**src/rtl/encoder_pkg.sv**
```systemverilog
// Shared types and helpers for the bit-scan encoder family.
package encoder_pkg;

  typedef enum logic {
    IDLE = 1'b0,
    SCAN = 1'b1
  } state_t;

  // Index width that never collapses to zero bits, even for tiny vectors.
  function automatic int clog2_min1(input int n);
    return (n <= 2) ? 1 : $clog2(n);
  endfunction

endpackage

```
**src/rtl/priority_encoder.sv**
```systemverilog
// Combinational find-first-set: binary index and one-hot of the winning bit.
// Replaces the fixed 8-to-3 encoder for new designs.
module priority_encoder
  import encoder_pkg::*;
#(
  parameter int N         = 8,
  parameter int LSB_FIRST = 1,
  localparam int W        = clog2_min1(N)
) (
  input  logic [N-1:0] vec,
  output logic [W-1:0] idx,
  output logic [N-1:0] onehot,
  output logic         any
);

  // NOTE: every output gets a default before the loop, otherwise a path that
  // finds no set bit would leave it unassigned and infer a latch.
  always_comb begin
    idx    = '0;
    onehot = '0;
    any    = |vec;
    // Last match in the loop wins, so scan away from the preferred end.
    if (LSB_FIRST != 0) begin
      for (int i = N - 1; i >= 0; i--) begin
        if (vec[i]) begin
          idx       = W'(i);
          onehot    = '0;
          onehot[i] = 1'b1;
        end
      end
    end else begin
      for (int i = 0; i < N; i++) begin
        if (vec[i]) begin
          idx       = W'(i);
          onehot    = '0;
          onehot[i] = 1'b1;
        end
      end
    end
  end

endmodule

```
**src/rtl/bitscan_encoder.sv**
```systemverilog
// Accepts an N-bit request vector and streams out the index of each set bit,
// one per output beat; an all-zero vector yields a single flagged beat.
module bitscan_encoder
  import encoder_pkg::*;
#(
  parameter int N         = 8,
  parameter int LSB_FIRST = 1,
  localparam int W        = clog2_min1(N)
) (
  input  logic         clk,
  input  logic         rst_n,
  input  logic         in_valid,
  output logic         in_ready,
  input  logic [N-1:0] in_vec,
  output logic         out_valid,
  input  logic         out_ready,
  output logic [W-1:0] out_idx,
  output logic         out_last,
  output logic         out_none
);

  state_t       state, state_next;
  logic [N-1:0] pending, pending_next;
  logic [N-1:0] sel_onehot;
  logic [W-1:0] sel_idx;
  logic         sel_any;
  logic         accept;
  logic         fire;

  priority_encoder #(
    .N         (N),
    .LSB_FIRST (LSB_FIRST)
  ) u_pe (
    .vec    (pending),
    .idx    (sel_idx),
    .onehot (sel_onehot),
    .any    (sel_any)
  );

  // Outputs depend only on the held vector; in_vec never reaches them.
  assign out_valid = (state == SCAN);
  assign out_idx   = sel_idx;
  assign out_last  = (state == SCAN) && ((pending & ~sel_onehot) == '0);
  assign out_none  = (state == SCAN) && !sel_any;

  assign fire     = out_valid && out_ready;
  assign in_ready = (state == IDLE) || (fire && out_last);
  assign accept   = in_valid && in_ready;

  always_comb begin
    state_next   = state;
    pending_next = pending;
    if (accept) begin
      // A new vector on the final beat replaces the old one with no bubble.
      pending_next = in_vec;
      state_next   = SCAN;
    end else if (fire) begin
      pending_next = pending & ~sel_onehot;
      if (out_last) state_next = IDLE;
    end
  end

  // NOTE: sequential state uses non-blocking assignments so every register
  // samples the pre-edge values, independent of statement order.
  always_ff @(posedge clk or negedge rst_n) begin
    if (!rst_n) begin
      state   <= IDLE;
      pending <= '0;
    end else begin
      state   <= state_next;
      pending <= pending_next;
    end
  end

endmodule

```
**config.mk**
```make
export PLATFORM = sky130hd
export DESIGN_NAME = bitscan_encoder
export DESIGN_NICKNAME = d
export VERILOG_FILES = /design/src/rtl/encoder_pkg.sv /design/src/rtl/priority_encoder.sv /design/src/rtl/bitscan_encoder.sv
export SDC_FILE = /design/constraint.sdc
export NUM_CORES = 1
export LEC_CHECK = 0
export CORE_ASPECT_RATIO = 0.8
export CORE_MARGIN = 8
export CORE_UTILIZATION = 35
export CTS_CLUSTER_DIAMETER = 40
export CTS_CLUSTER_SIZE = 24
export DETAILED_ROUTE_END_ITERATION = 12
export PLACE_DENSITY = 0.59
export SLEW_MARGIN = 40
export SYNTH_ARGS = -nofsm -noshare
export SYNTH_HDL_FRONTEND = slang
export SYNTH_SLANG_ARGS = --single-unit
```
**constraint.sdc**
```tcl
create_clock -name clk -period 3 [get_ports clk]
set_clock_uncertainty 0.05 [all_clocks]
set_input_delay 0.3 -clock clk [delete_from_list [all_inputs] [get_ports clk]]
set_output_delay 0.3 -clock clk [all_outputs]
set_load 0.01 [all_outputs]
```
==> flow_summary_export.csv <==
group,metric,value,unit
outcome,status,"complete, no violations",
critical_path,cp_max_fo,8,
placement,hpwl,1.26,mm
timing,rsz0062_at_grt,"false",
yosys,netlist_area,718,sq um
critical_path,r2r-end,"pending[4]$_DFFE_PN0P_",
critical_path,crit_type,"reg2out",
grt,grt_max_degree,11,
clock_tree,clock_path_buffers,2,
routing,drc,0,
placement,dp_slack,0.223,ns
timing,setup_tns,0,ns
routing,ant_nets,0,
final_layout,num_antenna_cells,0,
min_path,worstHoldPathType,"in2async",
floorplan,coreArea,1910,sq um
clock_tree,numClockSinks,9,
final_layout,area_growth,27.5,%
routing,routedWlPerCell,15.6,um
clock_tree,numCtsBuffers,3,
critical_path,worst_setup_path_end_kind,"output pin",
floorplan,rows,14,
timing,period_needed,2.89,ns
power,p_leak,0.361,nW
timing,slew_violations,0,
routing,via_per_inst,5.49,
critical_path,crit_end,"out_last",
yosys,yosysUniqueCellTypes,34,
floorplan,chipWidth,66.6,um
clock_tree,h-tree-depth,1,
yosys,yosysSeqAreaShare,31.4,%
grt,gr-usage-all-layers,10.1,%
clock_tree,clock_latency,0.27,ns
timing,worst_pin_slew,0.808,ns
power,power.total,0.00120,W
critical_path,reg2reg_slack,0.51,ns
routing,wl,1.78,mm
floorplan,die_y,56.5,um
timing,finalSetupViolCount,0,
placement,place_congestion,0.845,
grt,grt_pass1_vias,599,
final_layout,layout_common_cells,"clkdlybuf4s50_1, dfrtp_1, inv_1, a221o_1",
floorplan,start_util,37.6,%
clock_tree,cts_root_buf,"clkbuf_4",
grt,grt_overflow,0,
grt,grt_first_pass_wirelength,3.02,mm
grt,antenna_found_initial,0,
timing,fmax,346,MHz
routing,drt_iter0_drc,26,
clock_tree,clk_pin_slew_worst_paths,0.06,ns
timing,finalHoldViolations,0,
yosys,yosysWarnings,0,
final_layout,final_nets,103,
critical_path,reg2reg_from,"pending[2]$_DFFE_PN0P_",
yosys,postSynthAreaPerCell,9.97,sq um
yosys,ys_ff_latch,9,
clock_tree,cts_tree,"done",
routing,drt-pass1-iter-count,4,
placement,io_buffers,18,
flow_run,maxCapViolCount,0,
critical_path,arrival,2.54,ns
critical_path,crit_start,"pending[2]$_DFFE_PN0P_",
final_layout,layout_commonest_cell,"clkdlybuf4s50_1",
clock_tree,cts_hold_buf,0,
yosys,netlist_instances,72,
power,ir_drop,0.795,mV
yosys,syn-num-nets,84,
critical_path,startpoint_type,"register",
final_layout,drive_above_1_share,20.0,%
timing,period_share,96.2,%
floorplan,pin_count,19,
power,p_per_area,1310,nW/um^2
routing,via_count,626,
floorplan,dieArea,3770,sq um
timing,fin_ws,0.113,ns
timing,relSlewSlack,45.7,%
critical_path,rr_worst_depth,6,
critical_path,required,2.65,ns
## how the worst min path moves through the flow
stage | from | cells past startpoint | to
finish | rst_n | 1 | pending[7]$_DFFE_PN0P_
global route | rst_n | 1 | out_valid$_DFFE_PN0P_
CTS | rst_n | 1 | out_valid$_DFFE_PN0P_
detailed placement | rst_n | 1 | pending[7]$_DFFE_PN0P_
global placement | pending[3]$_DFFE_PN0P_ | 1 | pending[3]$_DFFE_PN0P_
floorplan | rst_n | 0 | out_valid$_DFFE_PN0P_
## cell families after synthesis
group,synth area share [%]
DFF,31.4
AOI/OAI and AO/OA,35.2
and+or+nand+nor,21.4
buffers and inverters,12.0
## routing by layer
layer	up-vias	GRT usage, %	wire [um]	share of wire (%)
li1	316	-	-	-
met1	281	13.8	864	49
met2	25	12.5	709	40
met3	4	5.74	183	10
met4	0	3.65	23	1.3
met5	-	0	0	0
## synth_stat cells
cell type | number | area [sq um]
and2_2 | 1 | 7.51
o21a_1 | 1 | 7.51
o32ai_1 | 1 | 8.76
nand2_1 | 1 | 3.75
clkbuf_1 | 1 | 3.75
o21ai_0 | 3 | 15.0
or4_4 | 1 | 11.3
or2_4 | 1 | 8.76
nor4_1 | 2 | 12.5
buf_6 | 2 | 22.5
o211ai_1 | 2 | 15.0
o31a_2 | 1 | 10.0
and2_1 | 1 | 6.26
a22o_1 | 1 | 8.76
a2111oi_4 | 2 | 55.1
o221a_2 | 2 | 22.5
nand2b_1 | 1 | 6.26
or3_2 | 1 | 7.51
or3_1 | 1 | 6.26
nor3b_1 | 3 | 22.5
a21bo_2 | 1 | 10.0
a221o_1 | 5 | 50.1
nor3_1 | 3 | 15.0
buf_12 | 1 | 20.0
dfrtp_1 | 9 | 225
nor2_1 | 4 | 15.0
inv_1 | 6 | 22.5
buf_4 | 1 | 7.51
o21bai_1 | 1 | 7.51
a21oi_1 | 4 | 20.0
a211oi_1 | 3 | 22.5
nor2b_1 | 1 | 6.26
buf_2 | 2 | 10.0
nor4_2 | 2 | 25.0
## state kept, by name, summed over array words and instances, names as in the netlist
register / flops
pending: 8
out_valid: 1
## metrics by stage
step                      cells  hold slack (ns)  util, %  cell area [sq um]
after floorplan              72          -0.0456        -                718
after global placement      109            0.574     46.1                880
after detailed placement    109            0.588     46.1                880
after CTS                   113            0.297     47.4                906
after global routing        114            0.322     48.0                916
final                       114            0.300     48.0                916
## timing repair
| action | 4_1_cts | 5_1_grt |
|---|---|---|
| gates resized for setup | 1 | 1 |
| pin swaps | 1 | 3 |
| buffers inserted | 0 | 1 |
| endpoints found under the setup margin | 1 | 1 |
## critical path: stages, from the launching register on
cell and delay [ns]:
dfrtp_1 0.46, or4_4 0.62, a2111oi_4 0.41, nor3_1 0.10, nor2_1 0.12, clkdlybuf4s50_1 0.55
## layout make-up
| cell class | instances | area (sq um) |
|---|---|---|
| Inverter | 6 | 22.5 |
| Clock buffer | 4 | 26.3 |
| Multi-Input combinational cell | 50 | 407 |
| Sequential cell | 9 | 225 |
| Fill cell | 207 | 993 |
| Timing Repair Buffer | 21 | 205 |
| Tap cell | 24 | 30.0 |
## where the power goes
group / switching, W / leakage (nW) / internal [W] / total, W
sequential: 0.000130 / 0.111 / 0.000179 / 0.000309
combinational: 0.000381 / 0.235 / 0.000413 / 0.000794
clock: 0.0000479 / 0.0150 / 0.0000515 / 0.0000995
Power figures use the tool's default switching activity.
